`src/rtl/inst_sram_port_arbiter_if.sv`:
```
// One OBI-style request/response link (req/gnt + rvalid), used for both requesters and the SRAM.
// The master drives the request fields; the slave drives grant and response.
interface inst_sram_port_arbiter_if #(
   parameter int unsigned ADDR_WIDTH = 32,
   parameter int unsigned DATA_WIDTH = 32
);
   logic                    req;
   logic                    gnt;
   logic [ADDR_WIDTH-1:0]   addr;
   logic                    we;
   logic [DATA_WIDTH/8-1:0] be;
   logic [DATA_WIDTH-1:0]   wdata;
   logic                    rvalid;
   logic [DATA_WIDTH-1:0]   rdata;

   modport master (
      output req, addr, we, be, wdata,
      input  gnt, rvalid, rdata
   );

   modport slave (
      input  req, addr, we, be, wdata,
      output gnt, rvalid, rdata
   );
endinterface

```
`src/rtl/inst_sram_port_arbiter.sv`:
```
// Two-to-one arbiter for the instruction-SRAM port: core fetch (port 0) has priority, the AXI
// adapter (port 1) is forced after a run of port-0 grants, and responses are routed by owner.
module inst_sram_port_arbiter #(
   parameter int unsigned ADDR_WIDTH      = 32,
   parameter int unsigned DATA_WIDTH      = 32,
   parameter int unsigned MAX_OUTSTANDING = 2,
   parameter int unsigned STARVE_LIMIT    = 4
) (
   input  logic                   clk_i,
   input  logic                   reset_i,
   inst_sram_port_arbiter_if.slave  p0,
   inst_sram_port_arbiter_if.slave  p1,
   inst_sram_port_arbiter_if.master mem,
   output logic                   busy_o,
   output logic                   err_o
);

   localparam int unsigned CntW = $clog2(MAX_OUTSTANDING + 1);
   localparam int unsigned StW  = $clog2(STARVE_LIMIT + 1);

   // owner_q[0] is the head; entries shift down on every response.
   logic [MAX_OUTSTANDING-1:0] owner_q, owner_d;
   logic [CntW-1:0]            count_q, count_d;
   logic                       lock_vld_q, lock_vld_d;
   logic                       lock_owner_q, lock_owner_d;
   logic [StW-1:0]             starve_q, starve_d;
   logic                       err_q, err_d;

   logic                    sel_vld, sel_port, sel_req;
   logic                    fifo_full, fifo_empty, hs, pop;
   logic [CntW-1:0]         wr_idx;
   logic [ADDR_WIDTH-1:0]   addr_sel;
   logic                    we_sel;
   logic [DATA_WIDTH/8-1:0] be_sel;
   logic [DATA_WIDTH-1:0]   wdata_sel;

   assign fifo_full  = (count_q == CntW'(MAX_OUTSTANDING));
   assign fifo_empty = (count_q == '0);

   always_comb begin
      sel_vld  = 1'b0;
      sel_port = 1'b0;
      if (lock_vld_q) begin
         sel_vld  = 1'b1;
         sel_port = lock_owner_q;
      end else if (p1.req && (starve_q == StW'(STARVE_LIMIT))) begin
         sel_vld  = 1'b1;
         sel_port = 1'b1;
      end else if (p0.req) begin
         sel_vld  = 1'b1;
         sel_port = 1'b0;
      end else if (p1.req) begin
         sel_vld  = 1'b1;
         sel_port = 1'b1;
      end
   end

   always_comb begin
      addr_sel  = '0;
      we_sel    = 1'b0;
      be_sel    = '0;
      wdata_sel = '0;
      if (sel_vld) begin
         if (sel_port) begin
            addr_sel  = p1.addr;
            we_sel    = p1.we;
            be_sel    = p1.be;
            wdata_sel = p1.wdata;
         end else begin
            addr_sel  = p0.addr;
            we_sel    = p0.we;
            be_sel    = p0.be;
            wdata_sel = p0.wdata;
         end
      end
   end

   assign sel_req   = sel_vld & (sel_port ? p1.req : p0.req);
   assign mem.req   = sel_req & ~fifo_full;
   assign mem.addr  = addr_sel;
   assign mem.we    = we_sel;
   assign mem.be    = be_sel;
   assign mem.wdata = wdata_sel;

   assign hs  = mem.req & mem.gnt;
   assign pop = mem.rvalid & ~fifo_empty;

   assign p0.gnt    = hs & ~sel_port;
   assign p1.gnt    = hs & sel_port;
   assign p0.rvalid = pop & ~owner_q[0];
   assign p1.rvalid = pop & owner_q[0];
   assign p0.rdata  = mem.rdata;
   assign p1.rdata  = mem.rdata;

   assign busy_o = mem.req | ~fifo_empty;
   assign err_o  = err_q;

   // A simultaneous pop frees the slot below the current tail before the push lands.
   assign wr_idx = count_q - CntW'(pop);

   always_comb begin
      owner_d = pop ? (owner_q >> 1) : owner_q;
      for (int unsigned i = 0; i < MAX_OUTSTANDING; i++) begin
         if (hs && (CntW'(i) == wr_idx)) owner_d[i] = sel_port;
      end
      count_d = count_q + CntW'(hs) - CntW'(pop);

      // Holding the lock only while a request is pending keeps OBI fields stable until granted.
      lock_vld_d   = mem.req & ~mem.gnt;
      lock_owner_d = sel_port;

      starve_d = starve_q;
      if (!p1.req || (hs && sel_port)) begin
         starve_d = '0;
      end else if (hs && (starve_q != StW'(STARVE_LIMIT))) begin
         starve_d = starve_q + StW'(1);
      end

      err_d = err_q | (mem.rvalid & fifo_empty);
   end

   always_ff @(posedge clk_i) begin
      if (reset_i) begin
         owner_q      <= '0;
         count_q      <= '0;
         lock_vld_q   <= 1'b0;
         lock_owner_q <= 1'b0;
         starve_q     <= '0;
         err_q        <= 1'b0;
      end else begin
         owner_q      <= owner_d;
         count_q      <= count_d;
         lock_vld_q   <= lock_vld_d;
         lock_owner_q <= lock_owner_d;
         starve_q     <= starve_d;
         err_q        <= err_d;
      end
   end

endmodule

```
`src/flat_wrapper.sv`:
```
// flat-port wrapper written by rule: the top's interface ports become plain ports
module inst_sram_port_arbiter_flat 
#(
   parameter int unsigned ADDR_WIDTH      = 32,
   parameter int unsigned DATA_WIDTH      = 32,
   parameter int unsigned MAX_OUTSTANDING = 2,
   parameter int unsigned STARVE_LIMIT    = 4
)
  (clk_i, reset_i, busy_o, err_o, p0_req, p0_addr, p0_we, p0_be, p0_wdata, p0_gnt, p0_rvalid, p0_rdata, p1_req, p1_addr, p1_we, p1_be, p1_wdata, p1_gnt, p1_rvalid, p1_rdata, mem_req, mem_addr, mem_we, mem_be, mem_wdata, mem_gnt, mem_rvalid, mem_rdata);
  inst_sram_port_arbiter_if #(.ADDR_WIDTH(ADDR_WIDTH), .DATA_WIDTH(DATA_WIDTH)) p0_i ();
  inst_sram_port_arbiter_if #(.ADDR_WIDTH(ADDR_WIDTH), .DATA_WIDTH(DATA_WIDTH)) p1_i ();
  inst_sram_port_arbiter_if #(.ADDR_WIDTH(ADDR_WIDTH), .DATA_WIDTH(DATA_WIDTH)) mem_i ();
  input  logic clk_i;
  input  logic reset_i;
  output logic busy_o;
  output logic err_o;
  input wire logic [$bits(p0_i.req)-1:0] p0_req;
  input wire logic [$bits(p0_i.addr)-1:0] p0_addr;
  input wire logic [$bits(p0_i.we)-1:0] p0_we;
  input wire logic [$bits(p0_i.be)-1:0] p0_be;
  input wire logic [$bits(p0_i.wdata)-1:0] p0_wdata;
  output wire logic [$bits(p0_i.gnt)-1:0] p0_gnt;
  output wire logic [$bits(p0_i.rvalid)-1:0] p0_rvalid;
  output wire logic [$bits(p0_i.rdata)-1:0] p0_rdata;
  input wire logic [$bits(p1_i.req)-1:0] p1_req;
  input wire logic [$bits(p1_i.addr)-1:0] p1_addr;
  input wire logic [$bits(p1_i.we)-1:0] p1_we;
  input wire logic [$bits(p1_i.be)-1:0] p1_be;
  input wire logic [$bits(p1_i.wdata)-1:0] p1_wdata;
  output wire logic [$bits(p1_i.gnt)-1:0] p1_gnt;
  output wire logic [$bits(p1_i.rvalid)-1:0] p1_rvalid;
  output wire logic [$bits(p1_i.rdata)-1:0] p1_rdata;
  output wire logic [$bits(mem_i.req)-1:0] mem_req;
  output wire logic [$bits(mem_i.addr)-1:0] mem_addr;
  output wire logic [$bits(mem_i.we)-1:0] mem_we;
  output wire logic [$bits(mem_i.be)-1:0] mem_be;
  output wire logic [$bits(mem_i.wdata)-1:0] mem_wdata;
  input wire logic [$bits(mem_i.gnt)-1:0] mem_gnt;
  input wire logic [$bits(mem_i.rvalid)-1:0] mem_rvalid;
  input wire logic [$bits(mem_i.rdata)-1:0] mem_rdata;
  assign p0_i.req = p0_req;
  assign p0_i.addr = p0_addr;
  assign p0_i.we = p0_we;
  assign p0_i.be = p0_be;
  assign p0_i.wdata = p0_wdata;
  assign p0_gnt = p0_i.gnt;
  assign p0_rvalid = p0_i.rvalid;
  assign p0_rdata = p0_i.rdata;
  assign p1_i.req = p1_req;
  assign p1_i.addr = p1_addr;
  assign p1_i.we = p1_we;
  assign p1_i.be = p1_be;
  assign p1_i.wdata = p1_wdata;
  assign p1_gnt = p1_i.gnt;
  assign p1_rvalid = p1_i.rvalid;
  assign p1_rdata = p1_i.rdata;
  assign mem_req = mem_i.req;
  assign mem_addr = mem_i.addr;
  assign mem_we = mem_i.we;
  assign mem_be = mem_i.be;
  assign mem_wdata = mem_i.wdata;
  assign mem_i.gnt = mem_gnt;
  assign mem_i.rvalid = mem_rvalid;
  assign mem_i.rdata = mem_rdata;
  inst_sram_port_arbiter #(.ADDR_WIDTH(ADDR_WIDTH), .DATA_WIDTH(DATA_WIDTH), .MAX_OUTSTANDING(MAX_OUTSTANDING), .STARVE_LIMIT(STARVE_LIMIT)) u_core (.clk_i(clk_i), .reset_i(reset_i), .p0(p0_i), .p1(p1_i), .mem(mem_i), .busy_o(busy_o), .err_o(err_o));
endmodule
```
`config.mk`:
```
export PLATFORM = sky130hd
export DESIGN_NAME = inst_sram_port_arbiter_flat
export DESIGN_NICKNAME = d
export VERILOG_FILES = /design/src/rtl/inst_sram_port_arbiter_if.sv /design/src/rtl/inst_sram_port_arbiter.sv /design/src/flat_wrapper.sv
export SDC_FILE = /design/constraint.sdc
export NUM_CORES = 1
export LEC_CHECK = 0
export ABC_AREA = 1
export CAP_MARGIN = 20
export CORE_AREA = 10 10 114 116
export CTS_BUF_LIST = sky130_fd_sc_hd__clkbuf_2 sky130_fd_sc_hd__clkbuf_4 sky130_fd_sc_hd__clkbuf_8
export DETAILED_ROUTE_END_ITERATION = 10
export DIE_AREA = 0 0 124 126
export GPL_TIMING_DRIVEN = 1
export PLACE_DENSITY = 0.8
export RECOVER_POWER = 25
export SLEW_MARGIN = 5
export SYNTH_ARGS = -nofsm -noshare
export SYNTH_HDL_FRONTEND = slang
export SYNTH_SLANG_ARGS = --single-unit
```
`constraint.sdc`:
```
create_clock -name clk_i -period 1.75 [get_ports clk_i]
set_clock_uncertainty 0.15 [all_clocks]
set_input_delay 0.35 -clock clk_i [delete_from_list [all_inputs] [get_ports clk_i]]
set_output_delay 0.35 -clock clk_i [all_outputs]
set_load 0.02 [all_outputs]
```
# Word level (Yosys, flattened, before mapping)
# Index checks and enable logic that the tools add are counted.
[totals]
reg_bits = 10
inputBits = 176
output_inout_bits = 140
wordCells = 63
[op_classes]
n_addsub = 4
n_eq_ne = 4
n_mux = 19
n_bitwise = 17
n_reduce_logical = 12
[ops]
columns = ["op", "count"]
rows = [
  ["32-bit 2-to-1 mux", 4],
  ["1-bit 2-to-1 mux", 12],
  ["1-bit AND", 10],
  ["4-bit 2-to-1 mux", 2],
  ["1-bit logical AND", 5],
  ["1-bit inverter", 5],
  ["2-bit zero test", 2],
  ["2-bit nonzero test", 2],
  ["2-bit by 1-bit subtractor with 2-bit output", 2],
  ["3-bit by 1-bit adder with 3-bit output (second input constant)", 1],
  ["3-bit equality test (second input constant)", 1],
  ["3-bit inequality test (second input constant)", 1],
  ["2-bit by 1-bit adder with 2-bit output", 1],
  ["1-bit by 2-bit equality test with 1-bit output (first input constant)", 1],
  ["2-bit equality test (second input constant)", 1],
  ["2-bit 2-to-1 mux", 1],
  ["1-bit OR", 2],
  ["2-bit OR reduction", 1],
  ["1-bit zero test", 1],
  ["1-bit logical OR", 1],
]

# Logic depth before layout (Yosys ltp)
[depth]
word_depth = 11
mapped_depth = 11
mapped_depth_nobuf = 11

# Worst setup path before layout
# OpenSTA, ideal clock, no wires.
[synth_path]
path_type = "register to output"
start = "register u_core.starve_q[0]"
end = "output mem_wdata[22]"
arrival_time_ns = 1.580
path_slack_ns = -0.330
path_stages_with_launch = 11
cell_sequence = "dfxtp_1 inv_1 ha_1 nand2_2 nand2_2 nand2_4 nand2_4 inv_6 buf_6 nand2_1 a21oi_1"
[synth_between]
elab_chain_cells = 6
word_cells_on_any_way = 8
[synth_lines]
columns = ["element", "line", "source"]
rows = [
  ["start, declared", "inst_sram_port_arbiter.sv:26", "logic [StW-1:0] starve_q, starve_d;"],
  ["start signal, assigned", "inst_sram_port_arbiter.sv:135", "starve_q <= starve_d;"],
  ["3-bit equality test (*)", "inst_sram_port_arbiter.sv:46", "end else if (p1.req && (starve_q == StW'(STARVE_LIMIT))) begin"],
  ["1-bit logical AND (*)", "inst_sram_port_arbiter.sv:46", ""],
  ["1-bit 2-to-1 mux", "inst_sram_port_arbiter.sv:46", ""],
  ["1-bit 2-to-1 mux", "inst_sram_port_arbiter.sv:43", "if (lock_vld_q) begin"],
  ["32-bit 2-to-1 mux", "inst_sram_port_arbiter.sv:64", "if (sel_port) begin"],
  ["32-bit 2-to-1 mux (*)", "inst_sram_port_arbiter.sv:63", "if (sel_vld) begin"],
  ["end, declared", "flat_wrapper.sv:37", "output wire logic [$bits(mem_i.wdata)-1:0] mem_wdata;"],
]
# Mark *: on every way between the ends. The rest lies on a longest branch, timed or not.

# Final worst setup path
[layout_path]
start = "register u_core.starve_q[0]"
end = "output mem_wdata[6]"
# Same word-level chain as after synthesis.

==> qor.yml <==
synthesis:
  yosysSeqAreaShare_pct: 9.19
  syn_area_um2: 2180
  ys_ff_latch: 10
  yosys_warnings: 0
  synth.area.top_cells: "nand2_1, buf_4, a21oi_1"
  synth_top_cell_by_area: "nand2_1"
  syn_avg_cell_area_um2: 5.72
  synth.distinct_cells: 26
  synth_nets: 561
  synth_top_area_share_pct: 26.2
  synthCells: 381
power_and_ir_drop:
  seqPwrFrac_pct: 8.4
  p_per_area_nw_per_um2: 548
  ir_drop_uv: 584
  netSwitchingFraction_pct: 43.1
  leakage_uw: 0.00273
  clkPwrFrac_pct: 8.5
  p_switching_uw: 1540
  p_int_uw: 2030
  p_comb_share_pct: 83.1
global_route:
  grt_usage_pct: 17.8
  grt_pass1_vias: 3834
  grt_start_max_net_pins: 17
  grt-ovfl-total: 0
  grt_first_pass_wirelength_um: 22000
  antenna_found_initial: 0
placed_design:
  hpwl_um: 9900
  place_worst_setup_slack_ns: -1.17
  portBuffers: 219
  place_inst: 698
  place_congestion: 0.873
hold_path:
  min_from: "u_core.err_o"
  min_path_cells: 2
  hold_path_end: "u_core.err_o"
  worstHoldPathType: "reg -> reg"
worst_setup_path:
  worstPathMaxFanout: 8
  cpMostUsedCell: "nand2_4"
  r2r-start: "u_core.starve_q[0]"
  slowest_stage: "dfxtp_2"
  worstPathArrival_ns: 1.82
  cp-start-kind: "register"
  cp_top_family: "buffers and inverters"
  path_buf_inv: 5
  path_cells: "inv_2 > ha_4 > nand2_4 > nand2_4 > nand2_4 > nand2_8 > buf_8 > buf_12 > buf_16 > nand2_1 > a21oi_4 > buf_6"
  slowest_delay_ns: 0.32
  end_kind: "output port"
  required_ns: 1.25
  r2r-end: "u_core.count_q[0]"
  reg2reg_slack_ns: -0.39
  r2r_cells: 16
  crit_type: "reg -> out"
detailed_routing:
  drt_wl_total_um: 15400
  wire_per_inst_um: 20.7
  dr.pass1.iters: 4
  ant_nets: 0
  viasPerCell: 4.65
  drt-initial-drc-count: 107
  drc: 0
  vias: 3460
layout:
  fin_nets: 785
  regArea_um2: 204
  fin_cells: 744
  diodes: 0
  fillerInstances: 826
  multi_input_area_um2: 2550
  syn_to_final_growth_pct: 199
  drive_above_1_share_pct: 61.4
flow_run:
  maxCapViolCount: 0
floorplan:
  row_count: 38
  core_um2: 10700
  dieHeight_um: 126
  initial_core_util_pct: 20.4
  die_area_um2: 15600
  ios: 316
  die_x_um: 124
timing:
  setup_slack_ns: -0.570
  max_slew_margin_pct: 82.8
  setup_violations: 81
  hold_viol: 0
  period_minus_slack_ns: 2.32
  rsz0062_at_grt: "yes"
  clock.fmax_mhz: 431
  final.period_utilization_pct: 133
  drv_slew: 0
  worst_slew_pin_slew_ns: 0.258
  holdWs_ns: 0.334
clock_tree:
  cts_tree: "done"
  clock_latency_ns: 0.25
  numCtsBuffers: 3
  root_buffer: "clkbuf_8"
  cts_sinks: 10
  htree_levels: 1
  cts_buffer_depth: 2
  cts.clk_slew.worst_paths_ns: 0.05
outcome:
  status: "complete, but fails checks"
  violations: "negative setup slack"
==> state kept, by name (all words and copies together), names as in the netlist <==
| signal | flops |
|---|---|
| u_core.lock_owner_q | 1 |
| u_core.err_o | 1 |
| u_core.lock_vld_q | 1 |
| u_core.starve_q | 3 |
| u_core.count_q | 2 |
| u_core.owner_q | 2 |
==> synthesized netlist by cell type <==
library cell,number
nand2_1,152
nand3_1,5
buf_4,64
xor2_1,2
ha_1,4
a21oi_1,73
inv_6,1
dfxtp_1,10
nor2_2,2
buf_2,2
nand2_4,2
nand4_1,2
o21ai_0,3
nor3_1,2
a31oi_1,1
clkbuf_1,5
nor2_4,1
buf_6,14
nor2_1,13
nand2_2,2
o21ai_1,1
nand4_2,1
inv_1,15
nor3_2,1
inv_2,1
nand3_4,2
==> worst reg2reg max path, cell delays in order, from the launching register on <==
cell     delay [ns]
dfxtp_2        0.32
inv_2          0.07
ha_4           0.13
nand2_4        0.05
nand2_4        0.07
nand2_4        0.07
buf_4          0.14
buf_6          0.11
nand3_4        0.06
buf_6          0.10
nand3_4        0.06
buf_6          0.12
buf_4          0.14
nor2_4         0.15
ha_4           0.22
inv_2          0.04
nor2_1         0.03
==> worst max-delay path by stage <==
stage | start | endpoint | slack, ns | depth (start not counted)
after floorplan | u_core.starve_q[0] | mem_addr[2] | -0.22 | 10
after global placement | p0_req | mem_wdata[19] | -1.16 | 9
after detailed placement | p0_req | mem_wdata[19] | -1.17 | 9
after CTS | u_core.starve_q[0] | mem_addr[11] | -0.59 | 12
after global routing | u_core.starve_q[0] | mem_wdata[6] | -0.66 | 12
final | u_core.starve_q[0] | mem_wdata[6] | -0.57 | 12
==> power by group through the flow <==
stage,Clock [uW],Combinational (uW),Sequential [uW]
finish,304,2970,300
global route,324,3140,302
CTS,308,2800,296
detailed placement,0,2180,295
global placement,0,2140,293
floorplan,0,1290,300
==> layer usage <==
| layer | track usage [%] | vias to the layer above | wire length, um |
|---|---|---|---|
| met3 | 5.36 | 43 | 1560 |
| met2 | 32.4 | 194 | 7920 |
| met5 | 0 | - | 0 |
| met1 | 19.3 | 1626 | 5450 |
| li1 | - | 1597 | - |
| met4 | 4.61 | 0 | 455 |
==> cell usage in the layout, fill, tap and decap left out, types with 2 or more instances in the layout <==
cell             count
inv_1               11
nand2_8              2
a21oi_1              3
nand3_1              5
dfxtp_2              3
clkbuf_8             4
buf_16              13
dfxtp_1              7
buf_6               86
nand2_4             50
ha_4                 2
a21oi_2             17
clkbuf_16            3
nand2_1             47
buf_12              14
buf_8                2
nand2_2             58
buf_4               40
clkdlybuf4s50_1    142
a21oi_4             53
nor2_1               9
inv_2                5
o21ai_2              2
nand3_4              2
dlygate4sd2_1        2
nor2_4               6
nand4_1              2
==> what timing repair did <==
item                       CTS  global route
setup endpoints to repair   83            81
gates cloned                14             3
pin swaps                   24            29
resized for setup          591            82
hold buffers                 0             0
buffers inserted            24             5
==> cell type report <==
class / instances / area share, %
Clock buffer: 4 / 0.845
Inverter: 17 / 1.17
Multi-Input combinational cell: 270 / 39.2
Sequential cell: 10 / 3.13
Tap cell: 140 / 2.69
Timing Repair Buffer: 303 / 53.0
==> cell families (layout without fill, tap and decap cells) <==
group	count (synthesis)	in the layout	share of synthesized area, %
buffers and inverters	102	324	33.8
xor gates and xnor gates	2	2	0.804
adders and majority gates	4	4	2.30
AOI/OAI and AO/OA	78	78	18.0
and+or+nand+nor	185	186	36.0
DFF	10	10	9.19
==> through the flow <==
step / utilization [%] / setup TNS, ns / instance area (um2) / power [uW]
detailed placement: 46.3 / -85.12 / 4960 / 2480
finish: 60.9 / -38.43 / 6520 / 3570
global route: 60.9 / -45.26 / 6520 / 3760
CTS: 57.9 / -39.81 / 6190 / 3410
floorplan: - / -9.09 / 2830 / 1590
global placement: 46.3 / -81.74 / 4960 / 2430
No activity file was read; power rests on OpenSTA's default activity.
==> RTL change 1: new RTL, config.mk and constraints unchanged <==
Register the output `err_o` once more, cleared by the reset; this adds one clock of latency there. The other outputs are not delayed to match.
--- a/src/rtl/inst_sram_port_arbiter.sv
+++ b/src/rtl/inst_sram_port_arbiter.sv
@@ -93,7 +93,13 @@
    assign p1.rdata  = mem.rdata;
 
    assign busy_o = mem.req | ~fifo_empty;
-   assign err_o  = err_q;
+   always_ff @(posedge clk_i) begin
+      if (reset_i) begin
+         err_o <= '0;
+      end else begin
+         err_o <= err_q;
+      end
+   end
 
    // A simultaneous pop frees the slot below the current tail before the push lands.
    assign wr_idx = count_q - CntW'(pop);
Function: changed (a bounded check fails within 4 cycles, from zero or initial values and one cycle with reset_i high).
==> RTL change 1 against the unedited design <==
- the run still ends with setup timing left
- sequential cell count rose by 1
- clock power fell by 15%
- combinational power fell by 4%
- total power fell by 4.0%
- final area fell by 3.4%
- maximum frequency rose by 1.0%
- setup slack improved by 0.024 ns
- area after synthesis rose by 1.5%
- wire length fell by 5.3%
- die area did not move
- global-route usage fell by 1.8 points
- non-clock buffer count fell by 12
- critical endpoint is now mem_addr[23]
==> RTL change 1: results (changes against the unedited design) <==
Layout
  • Final core occ: 58.9% (-2.1 points)
  • Largest regs: u_core.starve_q: 3 flops, u_core.count_q: 2 flops, u_core.owner_q: 2 flops
  • Share of cells above drive strength 1: 55.7% (-5.7 points)
  • Nets: 775 (-1.3%)

Placed design
  • Post-DP HPWL: 10400 um (+4.7%)
  • RePlAce Congestion: 0.895 (+2.6%)
  • Cell Area, Placed: 5250 um2 (+5.8%)
  • PortBufs: 219 (unchanged)

STA
  • Slew Limit Headroom: 81.7% (-1.1 points)
  • Setup_tns: -37.84 ns (+0.590 ns)
  • Setup violators final: 80 (-1.2%)
  • Final WS setup: -0.547 ns (+0.0238 ns)

CTS
  • CTS Sinks: 11 (+1)
  • Clock root cell: clkbuf_8
  • CTS Buf Count: 3 (unchanged)
  • Clock transition at path regs: 0.05 ns (about the same)
  • Worst skew pair latency: 0.24 ns

Setup path
  • Worst-path maximum fanout: 8 (unchanged)
  • Crit path DAT: 1.80 ns (-0.02 ns)
  • CP top delay family: buffers and inverters

GRT
  • Largest net degree at the start of global routing: 21 (+4)
  • Total GRT Usage: 15.9% (-1.8 points)
  • Initial antenna violation count: 0 (unchanged)
  • Vias in the first global route: 3678 (-4.1%)
  • First-pass GRT wire length: 20000 um (-8.9%)

Yosys
  • Synth Flop Type: dfxtp_1
  • Compound-gate portion of the synthesized area: 17.7% (-0.26 points)
  • Sequential fraction of the synthesis area: 9.96% (+0.77 points)
  • Synth area leaders: nand2_1 (26%), buf_4 (22%), a21oi_1 (17%), dfxtp_1 (10%), buf_6 (7.1%)
  • Synth top cells by count: nand2_1 (153), a21oi_1 (73), buf_4 (64), inv_1 (16), buf_6 (14)
  • Multiplexer share of the synthesized area: 0% (unchanged)
  • Adder-cell share of the synthesized area: 2.26% (-0.034 points)
  • Synthesized Nets: 564 (+0.53%)
  • Post-Synth XOR/XNOR Area: 0.792% (-0.012 points)
  • Syn_area_per_cell: 5.76 um2 (+0.70%)

Min path
  • Class of the worst hold path: reg -> reg

Status
  • Failing checks: setup timing
  • Outcome: complete, but fails checks

Pwr
  • Lkg Pwr: 2.56 nW (-6.3%)
  • VDD IR max: 621 uV (+6.2%)

Routing
  • Detailed Route WL: 14600 um (-5.3%)
  • Drt first pass iters: 4 (unchanged)
  • Vias per inst: 4.59 (-1.3%)
  • DRT iter0 DRCs: 157 (+47%)
-- RTL change 1: worst min-delay path, cell delays in order (launching register included) --
cell and delay (ns):
dfxtp_1 0.29, inv_1 0.06, nor2_1 0.04
-- RTL change 1: logic make-up after synthesis --
logic type,count (synthesis)
AO/OA/AOI/OAI,78
XOR/XNOR,2
adder cells (fa/ha/maj),4
buffers and inverters,103
flip-flops,11
AND/OR/NAND/NOR,186
-- RTL change 1: final timing paths --
kind | startpoint | endpoint | slack, ns | cells past startpoint
max | u_core.starve_q[0] | mem_addr[23] | -0.55 | 12
min | u_core.err_q | u_core.err_o | 0.29 | 2
max reg2reg | u_core.starve_q[0] | u_core.starve_q[1] | -0.32 | 15
min reg2reg | u_core.err_q | u_core.err_o | 0.29 | 2
-- RTL change 1: metrics by stage --
stage               std cells  worst slack (ns)
floorplan                 384            -0.225
global placement          704             -1.17
global route              734            -0.613
CTS                       727            -0.538
finish                    734            -0.547
detailed placement        704             -1.20
-- RTL change 1: timing repair --
action                                  CTS  global route
pin swaps                                15            20
endpoints found under the setup margin   83            81
buffers inserted                         13             5
gates resized for setup                 548            53
gates cloned                              6             5
-- RTL change 1: power breakdown --
| part | total, mW | internal [mW] | switching [mW] |
|---|---|---|---|
| combinational | 2.84 | 1.49 | 1.36 |
| sequential | 0.327 | 0.293 | 0.0339 |
| clock | 0.258 | 0.157 | 0.102 |
| total | 3.43 | 1.94 | 1.49 |
-- RTL change 1: area by class of cell --
cell class              instances  area (um2)
fillers                       839        4400
repair buffers                291        3290
multi-input cells             270        2490
flip-flops and latches         11         223
well taps                     140         175
inverters                      18        80.1
clock buffers                   3        41.3
clock inverters                 1        5.00
-- RTL change 1: layer usage --
layer  vias up  share of wire [%]  global-route usage (%)
li1       1575                  -                       -
met1      1574                 34                    16.4
met2       194                 54                    30.2
met3        26                9.9                    5.05
met4         0                1.6                    3.52
met5         -                  0                       0
==> RTL change 2: new RTL, same flow settings <==
Made on the original files. `ADDR_WIDTH` is set to 32 in 3 places; all go to 36.
--- a/src/rtl/inst_sram_port_arbiter_if.sv
+++ b/src/rtl/inst_sram_port_arbiter_if.sv
@@ -1,7 +1,7 @@
 // One OBI-style request/response link (req/gnt + rvalid), used for both requesters and the SRAM.
 // The master drives the request fields; the slave drives grant and response.
 interface inst_sram_port_arbiter_if #(
-   parameter int unsigned ADDR_WIDTH = 32,
+   parameter int unsigned ADDR_WIDTH = 36,
    parameter int unsigned DATA_WIDTH = 32
 );
    logic                    req;
--- a/src/rtl/inst_sram_port_arbiter.sv
+++ b/src/rtl/inst_sram_port_arbiter.sv
@@ -1,7 +1,7 @@
 // Two-to-one arbiter for the instruction-SRAM port: core fetch (port 0) has priority, the AXI
 // adapter (port 1) is forced after a run of port-0 grants, and responses are routed by owner.
 module inst_sram_port_arbiter #(
-   parameter int unsigned ADDR_WIDTH      = 32,
+   parameter int unsigned ADDR_WIDTH      = 36,
    parameter int unsigned DATA_WIDTH      = 32,
    parameter int unsigned MAX_OUTSTANDING = 2,
    parameter int unsigned STARVE_LIMIT    = 4
--- a/src/flat_wrapper.sv
+++ b/src/flat_wrapper.sv
@@ -1,7 +1,7 @@
 // flat-port wrapper written by rule: the top's interface ports become plain ports
 module inst_sram_port_arbiter_flat 
 #(
-   parameter int unsigned ADDR_WIDTH      = 32,
+   parameter int unsigned ADDR_WIDTH      = 36,
    parameter int unsigned DATA_WIDTH      = 32,
    parameter int unsigned MAX_OUTSTANDING = 2,
    parameter int unsigned STARVE_LIMIT    = 4
Ports: changed (resized mem_addr, p0_addr and p1_addr); port bits go from 316 to 328. No check against the original RTL was run, so the function may have changed too.
==> RTL change 2 against the unedited design <==
- the flow still finishes with violations (setup timing)
- final area increased by 2.1%
- total power increased by 5.9%
- sequential cell count unchanged
- count of clock-buffer cells in the layout decreased by 1
- hold slack improved by 0.020 ns
- cell count increased by 0.81%
- wire length increased by 5.1%
- area after synthesis decreased by 3.3%
- die area unchanged
- first-iteration DRC count increased by 25%
- register-to-register slack improved by 0.31 ns
- setup slack got worse by 0.040 ns
- critical path type unchanged
- largest power group unchanged
==> RTL change 2: results (changes against the unedited design) <==
Status
  • Outcome: complete, but fails checks
  • Failing checks: setup timing

CTS
  • Post-cts repair resize count: 549 (-7.1%)
  • Post CTS Setup Buffer Count: 23 (-4.2%)

Pwr
  • VDD IR max: 570 uV (-2.6%)
  • Combinational cell power: 3.22 mW (+8.4%)
  • Lkg Pwr: 2.80 nW (+2.8%)
  • Power Internal: 2.07 mW (+1.9%)

Placed design
  • RePlAce Congestion: 0.879 (+0.73%)
  • Post-DP HPWL: 10800 um (+9.3%)
  • Cell Area, Placed: 5300 um2 (+7.0%)
  • PortBufs: 231 (+5.5%)
  • Placed Cells: 713 (+2.1%)

Yosys
  • Syn_area_per_cell: 5.33 um2 (-6.7%)
  • Post-Synth XOR/XNOR Area: 0.416% (-0.39 points)
  • Synth top cells by count: nand2_1 (167), a21oi_1 (78), buf_4 (76), inv_1 (16), nor2_1 (14)
  • Library cells used by synthesis: 19 (-27%)
  • Compound-gate portion of the synthesized area: 19.5% (+1.5 points)
  • Sequential fraction of the synthesis area: 9.50% (+0.31 points)
  • Synthesized Nets: 583 (+3.9%)
  • Synth area leaders: nand2_1 (30%), buf_4 (27%), a21oi_1 (19%), dfxtp_1 (9.5%), inv_1 (2.9%)
  • Synth Flop Type: dfxtp_1
  • Adder-cell share of the synthesized area: 2.38% (+0.078 points)

Routing
  • Vias per inst: 4.63 (-0.34%)
  • DRT iter0 DRCs: 134 (+25%)
  • Avg WL per Cell: 21.5 um (+4.2%)

Layout
  • Final Non-Filler Cells: 750 (+0.81%)
  • Nets: 800 (+1.9%)
  • Filler cells: 818 (-0.97%)
  • N_diodes: 0 (unchanged)
  • Share of cells above drive strength 1: 61.8% (+0.38 points)

GRT
  • Largest net degree at the start of global routing: 21 (+4)
  • Total GRT Usage: 18.1% (+0.30 points)
  • First-pass GRT wire length: 22300 um (+1.3%)
  • Vias in the first global route: 3777 (-1.5%)

Setup path
  • Crit path DAT: 1.86 ns (+0.04 ns)
  • Worst-path maximum fanout: 5 (-3)
  • CP top delay family: buffers and inverters

STA
  • Setup_tns: -38.63 ns (-0.196 ns)
  • Final WS setup: -0.611 ns (-0.0402 ns)
  • Slew @ Worst Pin: 0.285 ns (+0.0269 ns)
  • Setup violators final: 83 (+2.5%)
## RTL change 2: cell count changes in the layout (fill, tap and decap cells not counted), sizes merged, moves of 2 or more
cell	change
a21oi	+5
buf	-15
clkdlybuf4s50	+7
inv	+3
nand2	+12
nand3	-2
## RTL change 2: per-layer routing
metal	share of wire [%]	vias to the layer above	GRT usage (%)
li1	-	1620	-
met1	35	1626	19.6
met2	54	186	33.4
met3	9.1	44	4.60
met4	2.5	0	5.08
met5	0	-	0
## RTL change 2: path summary, 6_finish.rpt
check | cells after the start | slack, ns | to
max reg2reg | 13 | -0.08 | u_core.count_q[0]
min reg2reg | 2 | 0.35 | u_core.err_o
min | 2 | 0.35 | u_core.err_o
max | 12 | -0.61 | mem_addr[31]
## RTL change 2: layout make-up
class | instances | area share (%)
timing repair inverter | 1 | 0.169
tap | 140 | 2.63
sequential | 10 | 3.10
multi-input combinational | 280 | 41.3
clock buffer | 3 | 0.621
timing repair buffer | 297 | 50.9
inverter | 19 | 1.26
## RTL change 2: stage by stage
step / total power, mW / util, % / hold slack, ns / setup WS, ns
floorplan: 1.82 / - / 0.271 / -0.153
global placement: 2.71 / 49.6 / 0.307 / -1.17
detailed placement: 2.77 / 49.6 / 0.354 / -1.21
CTS: 3.54 / 58.7 / 0.369 / -0.625
global route: 3.98 / 62.2 / 0.401 / -0.664
finish: 3.79 / 62.2 / 0.354 / -0.611
## RTL change 2: kinds of logic (layout without fill, tap and decap cells)
group | Yosys count | count (layout)
adders and majority gates | 4 | 4
and+or+nand+nor | 192 | 193
xor gates and xnor gates | 1 | 1
DFF | 10 | 10
AOI/OAI and AO/OA | 82 | 82
buffers and inverters | 106 | 320
